$ cat src/rtl/alu_pipe.sv
// alu_pipe: two-stage pipelined Hack-style ALU.
// Stage 1 applies the zero/negate preprocessing to the operands.
// Stage 2 evaluates the function selected by {fmode,f}, applies output
// negation, and registers the result together with its flags.
// Both stages use valid/ready handshaking, so the block runs at one
// operation per cycle and stalls safely under backpressure.
module alu_pipe #(
  parameter int WIDTH = 16,
  parameter int CNT_W = 16
) (
  input  logic             clk,
  input  logic             rst,
  input  logic             in_valid,
  output logic             in_ready,
  input  logic [WIDTH-1:0] x,
  input  logic [WIDTH-1:0] y,
  input  logic [5:0]       ctl,
  input  logic             fmode,
  output logic             out_valid,
  input  logic             out_ready,
  output logic [WIDTH-1:0] o,
  output logic             ng,
  output logic             zr,
  output logic             cy,
  output logic             ov,
  output logic [CNT_W-1:0] op_count
);

  localparam int MSB = WIDTH - 1;

  // Stage 1 registers
  logic             s1_valid_q;
  logic [WIDTH-1:0] xp_q, yp_q;
  logic             f_q, no_q, fmode_q;

  // Stage 2 registers
  logic             s2_valid_q;
  logic [WIDTH-1:0] o_q;
  logic             ng_q, zr_q, cy_q, ov_q;
  logic [CNT_W-1:0] op_count_q;

  // Handshake signals
  logic s2_ready, s1_adv, in_xfer, out_xfer;

  // Next-state values
  logic [WIDTH-1:0] xp_d, yp_d;
  logic [WIDTH:0]   sum;
  logic [WIDTH-1:0] r_d, o_d;
  logic             add_sel, cy_d, ov_d;

  // Stage 2 can take new data when empty or when its current result leaves.
  assign s2_ready = ~s2_valid_q | out_ready;
  assign s1_adv   = s1_valid_q & s2_ready;
  assign in_ready = ~s1_valid_q | s2_ready;
  assign in_xfer  = in_valid & in_ready;
  assign out_xfer = s2_valid_q & out_ready;

  // Operand preprocessing: optional zeroing, then optional bitwise invert.
  always_comb begin
    xp_d = ctl[5] ? '0 : x;
    if (ctl[4]) xp_d = ~xp_d;
    yp_d = ctl[3] ? '0 : y;
    if (ctl[2]) yp_d = ~yp_d;
  end

  // Function evaluation; carry and overflow come from the adder only and
  // are taken before the output negation.
  always_comb begin
    sum     = {1'b0, xp_q} + {1'b0, yp_q};
    add_sel = ~fmode_q & f_q;
    case ({fmode_q, f_q})
      2'b00:   r_d = xp_q & yp_q;
      2'b01:   r_d = sum[WIDTH-1:0];
      2'b10:   r_d = xp_q | yp_q;
      default: r_d = xp_q ^ yp_q;
    endcase
    o_d  = no_q ? ~r_d : r_d;
    cy_d = add_sel & sum[WIDTH];
    ov_d = add_sel & (xp_q[MSB] == yp_q[MSB]) & (sum[MSB] != xp_q[MSB]);
  end

  // Stage 1: capture preprocessed operands on accept, empty when drained.
  always_ff @(posedge clk or posedge rst) begin
    if (rst) begin
      s1_valid_q <= 1'b0;
      xp_q       <= '0;
      yp_q       <= '0;
      f_q        <= 1'b0;
      no_q       <= 1'b0;
      fmode_q    <= 1'b0;
    end else begin
      if (in_xfer)     s1_valid_q <= 1'b1;
      else if (s1_adv) s1_valid_q <= 1'b0;
      if (in_xfer) begin
        xp_q    <= xp_d;
        yp_q    <= yp_d;
        f_q     <= ctl[1];
        no_q    <= ctl[0];
        fmode_q <= fmode;
      end
    end
  end

  // Stage 2: register result and flags on advance, hold while stalled.
  always_ff @(posedge clk or posedge rst) begin
    if (rst) begin
      s2_valid_q <= 1'b0;
      o_q        <= '0;
      ng_q       <= 1'b0;
      zr_q       <= 1'b0;
      cy_q       <= 1'b0;
      ov_q       <= 1'b0;
    end else begin
      if (s1_adv)        s2_valid_q <= 1'b1;
      else if (out_xfer) s2_valid_q <= 1'b0;
      if (s1_adv) begin
        o_q  <= o_d;
        ng_q <= o_d[MSB];
        zr_q <= (o_d == '0);
        cy_q <= cy_d;
        ov_q <= ov_d;
      end
    end
  end

  // Completed-operation counter, wraps naturally.
  always_ff @(posedge clk or posedge rst) begin
    if (rst)           op_count_q <= '0;
    else if (out_xfer) op_count_q <= op_count_q + CNT_W'(1);
  end

  assign out_valid = s2_valid_q;
  assign o         = o_q;
  assign ng        = ng_q;
  assign zr        = zr_q;
  assign cy        = cy_q;
  assign ov        = ov_q;
  assign op_count  = op_count_q;

endmodule
$ cat config.mk
export PLATFORM = sky130hd
export DESIGN_NAME = alu_pipe
export DESIGN_NICKNAME = d
export VERILOG_FILES = /design/src/rtl/alu_pipe.sv
export SDC_FILE = /design/constraint.sdc
export NUM_CORES = 1
export LEC_CHECK = 0
export CORE_ASPECT_RATIO = 0.6
export CORE_MARGIN = 2
export CORE_UTILIZATION = 30
export CTS_CLUSTER_DIAMETER = 60
export DETAILED_ROUTE_END_ITERATION = 6
export DONT_BUFFER_PORTS = 1
export HOLD_SLACK_MARGIN = 0.02
export SYNTH_ARGS = -nofsm -noshare
export SYNTH_HDL_FRONTEND = slang
export SYNTH_SLANG_ARGS = --single-unit
export TNS_END_PERCENT = 100
$ cat constraint.sdc
create_clock -name clk -period 3.3 [get_ports clk]
set_input_delay 0.825 -clock clk [delete_from_list [all_inputs] [get_ports clk]]
set_output_delay 0.825 -clock clk [all_outputs]
set_load 0.01 [all_outputs]
==> impl_metrics.py, run 1 <==
metrics = {
    "clock_tree": {
        "insertion_delay_ps": 340,
        "cts.reportedPaths.clkPinSlew_ps": 60,
        "post_cts_buffers": 0,
        "htreeDepth": 3,
        "cts_root_buffer": "clkbuf_16",
        "cts_resized": 0,
        "tritoncts": "done",
        "numCtsBuffers": 9,
        "clock-sinks": 72,
        "cts_hold_buf": 0,
        "clock_path_buffers": 2,
    },
    "sta": {
        "clock_skew_ps": 7.80,
        "tightest_slew_ps": 832,
        "final-hold-violation-count": 0,
        "setup_viol": 0,
        "period_needed_ps": 2990,
        "grt_setup_unrepaired": "false",
        "tns_ps": 0,
        "post-route-period-util": 0.905,
        "drv_slew": 0,
        "slew_headroom": 0.445,
        "clock.fmax_ghz": 0.335,
    },
    "final_layout": {
        "area_growth_pct": 10.6,
        "nNetsFinal": 683,
        "drive_gt1_frac": 0.0818,
        "mostFrequentLayoutCell": "dfrtp_1",
        "design_area_mm2": 0.00579,
        "n_antenna_cell": 0,
        "final_cells": 845,
        "layout_common_cells": "dfrtp_1, nor2_1, a21oi_1",
    },
    "worst_setup_path": {
        "reg2reg_to": "zr",
        "crit_path_start_kind": "flop",
        "critPathBufInv": 1,
        "path_max_fanout": 4,
        "rrSetupSlack_ps": 310,
        "cp.depth": 11,
        "critPathMaxStageDelay_ps": 420,
        "path_cells": "ha_1 -> fa_1 -> a211oi_2 -> nor4_1 -> nor3_1 -> and4b_1 -> mux2i_1 -> a2111oi_0 -> buf_4 -> nand4_1 -> o21ai_1",
        "critPathCaptureType": "flop",
        "cp_slowest_cell": "fa_1",
        "path_class": "reg2reg",
        "crit_arrival_ps": 3250,
        "rr_worst_depth": 11,
        "required_ps": 3560,
        "cp_top_family": "compound AO/OA/AOI/OAI gates",
        "worstSetupEndpoint": "zr",
        "r2r-start": "xp_q[0]",
        "crit_start": "xp_q[0]",
    },
    "route": {
        "routed_wl_mm": 13.4,
        "num_vias": 4269,
        "drtAntennaViolNets": 0,
        "wl_per_cell_um": 15.9,
        "firstDrtPassIters": 5,
        "drt-vias-per-instance": 5.05,
        "drtIter0Drc": 354,
        "drc_errors": 0,
    },
    "hold_path": {
        "hp-class": "in2async",
    },
    "logic_synthesis": {
        "synth_top_family_by_area": "simple AND/OR/NAND/NOR gates",
        "seq_area_frac_synth": 0.344,
        "syn_inst": 622,
        "synthArstFlopShare": 1.00,
        "synth_simple_gate_area_frac": 0.209,
        "syn_avg_cell_area_um2": 8.42,
        "synth.ff_latch_count": 72,
        "synthXorXnorAreaFrac": 0.0969,
        "yosys.area_share.adder": 0.0826,
        "yosysWarnings": 0,
        "synth_area_leaders": "dfrtp_1, xnor2_1, ha_1, a21oi_1, nand2b_1",
        "ys_types": 64,
        "synth_mux_area_frac": 0.0229,
        "synth_top_area_frac": 0.344,
        "synth_edf_count": 0,
        "synth_area_mm2": 0.00524,
        "synthFlopType": "dfrtp_1",
        "synth_nets": 699,
        "synth-compound-area-share": 0.182,
        "synth_top_area_cell": "dfrtp_1",
    },
    "placement": {
        "globalplace.congestion": 0.844,
        "port_buffers": 0,
        "dp_hpwl_mm": 10.4,
        "dpl_cell_area_mm2": 0.00549,
        "dp.cells": 829,
    },
    "run": {
        "max-cap-violations": 0,
    },
    "grt": {
        "overflow": 0,
        "antenna_found_initial": 0,
        "grt_pass1_vias": 4029,
        "gr-usage-all-layers": 0.148,
        "grt_max_degree": 43,
        "grt_pass1_wl_mm": 21.8,
    },
    "power": {
        "power.density_mw_per_mm2": 645,
        "worst_ir_drop_vdd_uv": 236,
        "leakage_nw": 2.49,
    },
    "die": {
        "fp.dieW_um": 175,
        "dieArea_mm2": 0.0186,
        "start_util": 0.306,
        "die_h_um": 106,
        "rows": 37,
        "core-area_mm2": 0.0171,
        "ios": 81,
    },
    "run_status": {
        "status": "complete, no violations",
    },
}
[routing by layer]
layer  part of all wire  global-route usage  wire length [um]  vias to the layer above
met5                  0                   0                 0                        -
met1               0.53               0.224              7120                     2029
met2               0.39               0.207              5240                      128
met4             0.0061              0.0214                82                        0
li1                   -                   -                 -                     2101
met3              0.073              0.0458               982                       11
[report_power, final]
part	total (mW)	switching [mW]	leakage [nW]	internal, mW
Sequential	1.33	0.256	0.857	1.08
Clock	1.01	0.389	0.148	0.624
Combinational	1.39	0.813	1.49	0.575
Total	3.74	1.46	2.49	2.28
[how the worst min path moves through the flow]
stage               startpoint        end  slack (ps)  cells after the start
CTS                 s1_valid_q  out_valid         510                      1
floorplan           s1_valid_q  out_valid         470                      1
detailed placement  s1_valid_q  out_valid         500                      1
finish                     rst   yp_q[15]         490                      1
global route        s1_valid_q  out_valid         520                      1
global placement    s1_valid_q  out_valid         500                      1
[sequential cells by signal (all words and copies together), names as in the netlist]
register    flops
f_q             1
cy              1
s1_valid_q      1
ov              1
o              16
fmode_q         1
out_valid       1
zr              1
xp_q           16
op_count       16
no_q            1
yp_q           16
[cells in the mapped netlist (3+ instances only)]
cell type,count
xor2_1,4
and4_1,3
o211ai_1,4
o21ai_0,25
a211oi_1,10
a2111oi_0,5
nor3_1,6
buf_1,5
a21oi_1,56
buf_2,9
and3_1,7
nand3_1,18
nor3b_1,3
a31o_2,4
mux2_2,4
clkbuf_1,22
nand4_1,8
a21o_1,4
o21a_1,3
nor4_1,3
ha_1,33
a211o_1,4
nor2b_1,3
nand2_1,55
xnor2_1,54
nor2_1,63
a31oi_1,3
a311oi_1,3
nand2b_1,41
inv_1,41
dfrtp_1,72
mux2i_1,3
and2_1,5
[through the flow]
stage	total power, mW	utilization	worst slack, ps	hold slack, ps
2_1_floorplan	2.39	-	634	472
3_3_place_gp	2.72	0.320	408	497
3_5_place_dp	2.73	0.320	358	496
4_1_cts	3.77	0.338	307	509
5_1_grt	4.01	0.338	34.0	522
6_report	3.74	0.338	312	486
[cell families after synthesis]
| family | after synthesis |
|---|---|
| AO/OA/AOI/OAI | 144 |
| adder cells (fa/ha/maj) | 34 |
| AND/OR/NAND/NOR | 223 |
| buffers and inverters | 82 |
| XOR/XNOR | 58 |
| flip-flops | 72 |
| multiplexers | 9 |
[final cells by class]
class	instances	area (um2)
fill	1815	11300
multi-input combinational	468	3110
sequential	72	1800
tap	234	293
clock buffer	11	253
inverter	42	158
timing repair buffer	13	123
clock inverter	5	55.1
Note: power is estimated with default switching activity, not from simulation.
==> run 2: changes to the inputs <==
CORE_UTILIZATION = 35   (was 30)
GPL_TIMING_DRIVEN = 0   (was default)
==> run 2 against run 1 <==
  * Critical path depth shrank 1
  * Global-route usage is 4.2 points higher
  * Combinational power grew 7%
  * Critical endpoint unchanged
  * Sequential share of layout area is 0.094 points lower
==> impl_metrics.py, run 2 (same netlist as run 1, synthesis figures left out) <==
metrics = {
    "route": {
        "drt-vias-per-instance": 5.39,
        "drc_errors": 0,
        "num_vias": 4510,
        "routed_wl_mm": 14.6,
        "drtIter0Drc": 483,
        "wl_per_cell_um": 17.5,
        "drtAntennaViolNets": 0,
        "firstDrtPassIters": 5,
    },
    "grt": {
        "antenna_found_initial": 0,
        "grt_pass1_wl_mm": 23.9,
        "grt_max_degree": 73,
        "gr-usage-all-layers": 0.190,
        "grt_pass1_vias": 4564,
        "overflow": 0,
    },
    "clock_tree": {
        "numCtsBuffers": 9,
        "insertion_delay_ps": 350,
        "cts_root_buffer": "clkbuf_16",
        "htreeDepth": 3,
        "tritoncts": "done",
        "cts.reportedPaths.clkPinSlew_ps": 60,
        "clock-sinks": 72,
        "cts_hold_buf": 0,
        "clock_path_buffers": 2,
    },
    "run": {
        "max-cap-violations": 0,
    },
    "final_layout": {
        "n_antenna_cell": 0,
        "nFillCells": 1487,
        "final_cells": 836,
        "area_growth_pct": 10.9,
        "nNetsFinal": 710,
        "drive_gt1_frac": 0.0815,
        "layout_common_cells": "dfrtp_1, nor2_1, a21oi_1",
        "mostFrequentLayoutCell": "dfrtp_1",
    },
    "sta": {
        "final-hold-violation-count": 0,
        "tns_ps": 0,
        "fin_ws_ps": 169,
        "slew_headroom": 0.393,
        "clock_skew_ps": 7.57,
        "drv_slew": 0,
        "period_needed_ps": 3130,
        "setup_viol": 0,
        "grt_setup_unrepaired": "false",
        "clock.fmax_ghz": 0.319,
        "post-route-period-util": 0.949,
        "tightest_slew_ps": 910,
    },
    "power": {
        "seq_power_share": 0.345,
        "power.density_mw_per_mm2": 655,
        "p_int_mw": 2.25,
        "power_switching_share": 0.409,
        "worst_ir_drop_vdd_uv": 271,
        "comb_power_share": 0.391,
        "power_switching_mw": 1.56,
        "clockPowerShare": 0.264,
        "leakage_nw": 2.50,
        "finalPower_mw": 3.81,
    },
    "worst_setup_path": {
        "crit_path_start_kind": "flop",
        "critPathMaxStageDelay_ps": 460,
        "crit_start": "xp_q[0]",
        "path_class": "reg2reg",
        "rrSetupSlack_ps": 170,
        "path_cells": "ha_1 -> fa_1 -> a211oi_2 -> o31a_2 -> a2111oi_2 -> or3_1 -> a31o_2 -> a211oi_2 -> nand4_1 -> o21ai_1",
        "cp_slowest_cell": "fa_1",
        "path_max_fanout": 7,
        "reg2reg_to": "zr",
        "crit_arrival_ps": 3400,
        "crit_top_cell": "a211oi_2",
        "critPathCaptureType": "flop",
        "r2r-start": "xp_q[0]",
        "worstSetupEndpoint": "zr",
        "required_ps": 3570,
        "rr_worst_depth": 10,
    },
    "die": {
        "start_util": 0.360,
        "rows": 34,
        "ios": 81,
        "dieArea_mm2": 0.0160,
        "fp.dieW_um": 162,
        "die_h_um": 98.8,
        "core-area_mm2": 0.0145,
    },
    "placement": {
        "dp_hpwl_mm": 11.6,
        "dp.cells": 820,
        "place_worst_setup_slack_ps": -72.9,
        "port_buffers": 0,
        "globalplace.congestion": 0.886,
    },
    "run_status": {
        "status": "complete, no violations",
    },
    "hold_path": {
        "hp-class": "reg2reg",
    },
}
run 2: area by class of cell:
type / instances / area, um2 / area share
buffer: 40 / 171 / 0.0295
clock buffer: 9 / 225 / 0.0388
clock inverter: 7 / 78.8 / 0.0136
inverter: 42 / 160 / 0.0276
multi-input combinational: 468 / 3130 / 0.538
sequential: 72 / 1800 / 0.310
tap: 198 / 248 / 0.0426
run 2: what timing repair did:
item,4_1_cts,5_1_grt
pin swaps,0,1
buffers inserted,0,0
endpoints found under the setup margin,1,1
gates cloned,0,0
resized for setup,1,3
run 2: per-layer routing:
metal  vias to the layer above  share of wire  GRT usage
met5                         -              0          0
met4                         0         0.0053     0.0408
met3                        10          0.065     0.0425
met2                       146           0.42      0.282
met1                      2203           0.51      0.282
li1                       2151              -          -
run 2: power groups by stage:
stage	sequential, mW	combinational [mW]	clock, mW
finish	1.31	1.49	1.01
global route	1.34	1.66	1.06
CTS	1.32	1.46	1.02
global placement	1.32	1.41	0
floorplan	1.27	1.12	0
detailed placement	1.33	1.45	0
run 2: worst min-delay path by stage:
stage | slack (ps) | endpoint | startpoint | cells past startpoint
floorplan | 470 | out_valid | s1_valid_q | 1
detailed placement | 520 | out_valid | s1_valid_q | 1
finish | 530 | out_valid | s1_valid_q | 1
global route | 570 | op_count[15] | op_count[15] | 1
global placement | 490 | out_valid | s1_valid_q | 1
CTS | 540 | out_valid | s1_valid_q | 1
run 2: metrics by stage:
stage	cell area [um2]	hold slack [ps]	util
floorplan	5240	472	-
global placement	5490	493	0.377
detailed placement	5490	520	0.377
CTS	5800	538	0.398
global route	5810	569	0.399
finish	5810	530	0.399
run 2: worst max-delay path: cells and delay by family, from the launching register on:
family | cells | cell delay, ps
compound gates | 6 | 1390
fa+ha+maj | 2 | 730
flops | 1 | 390
simple gates | 2 | 550
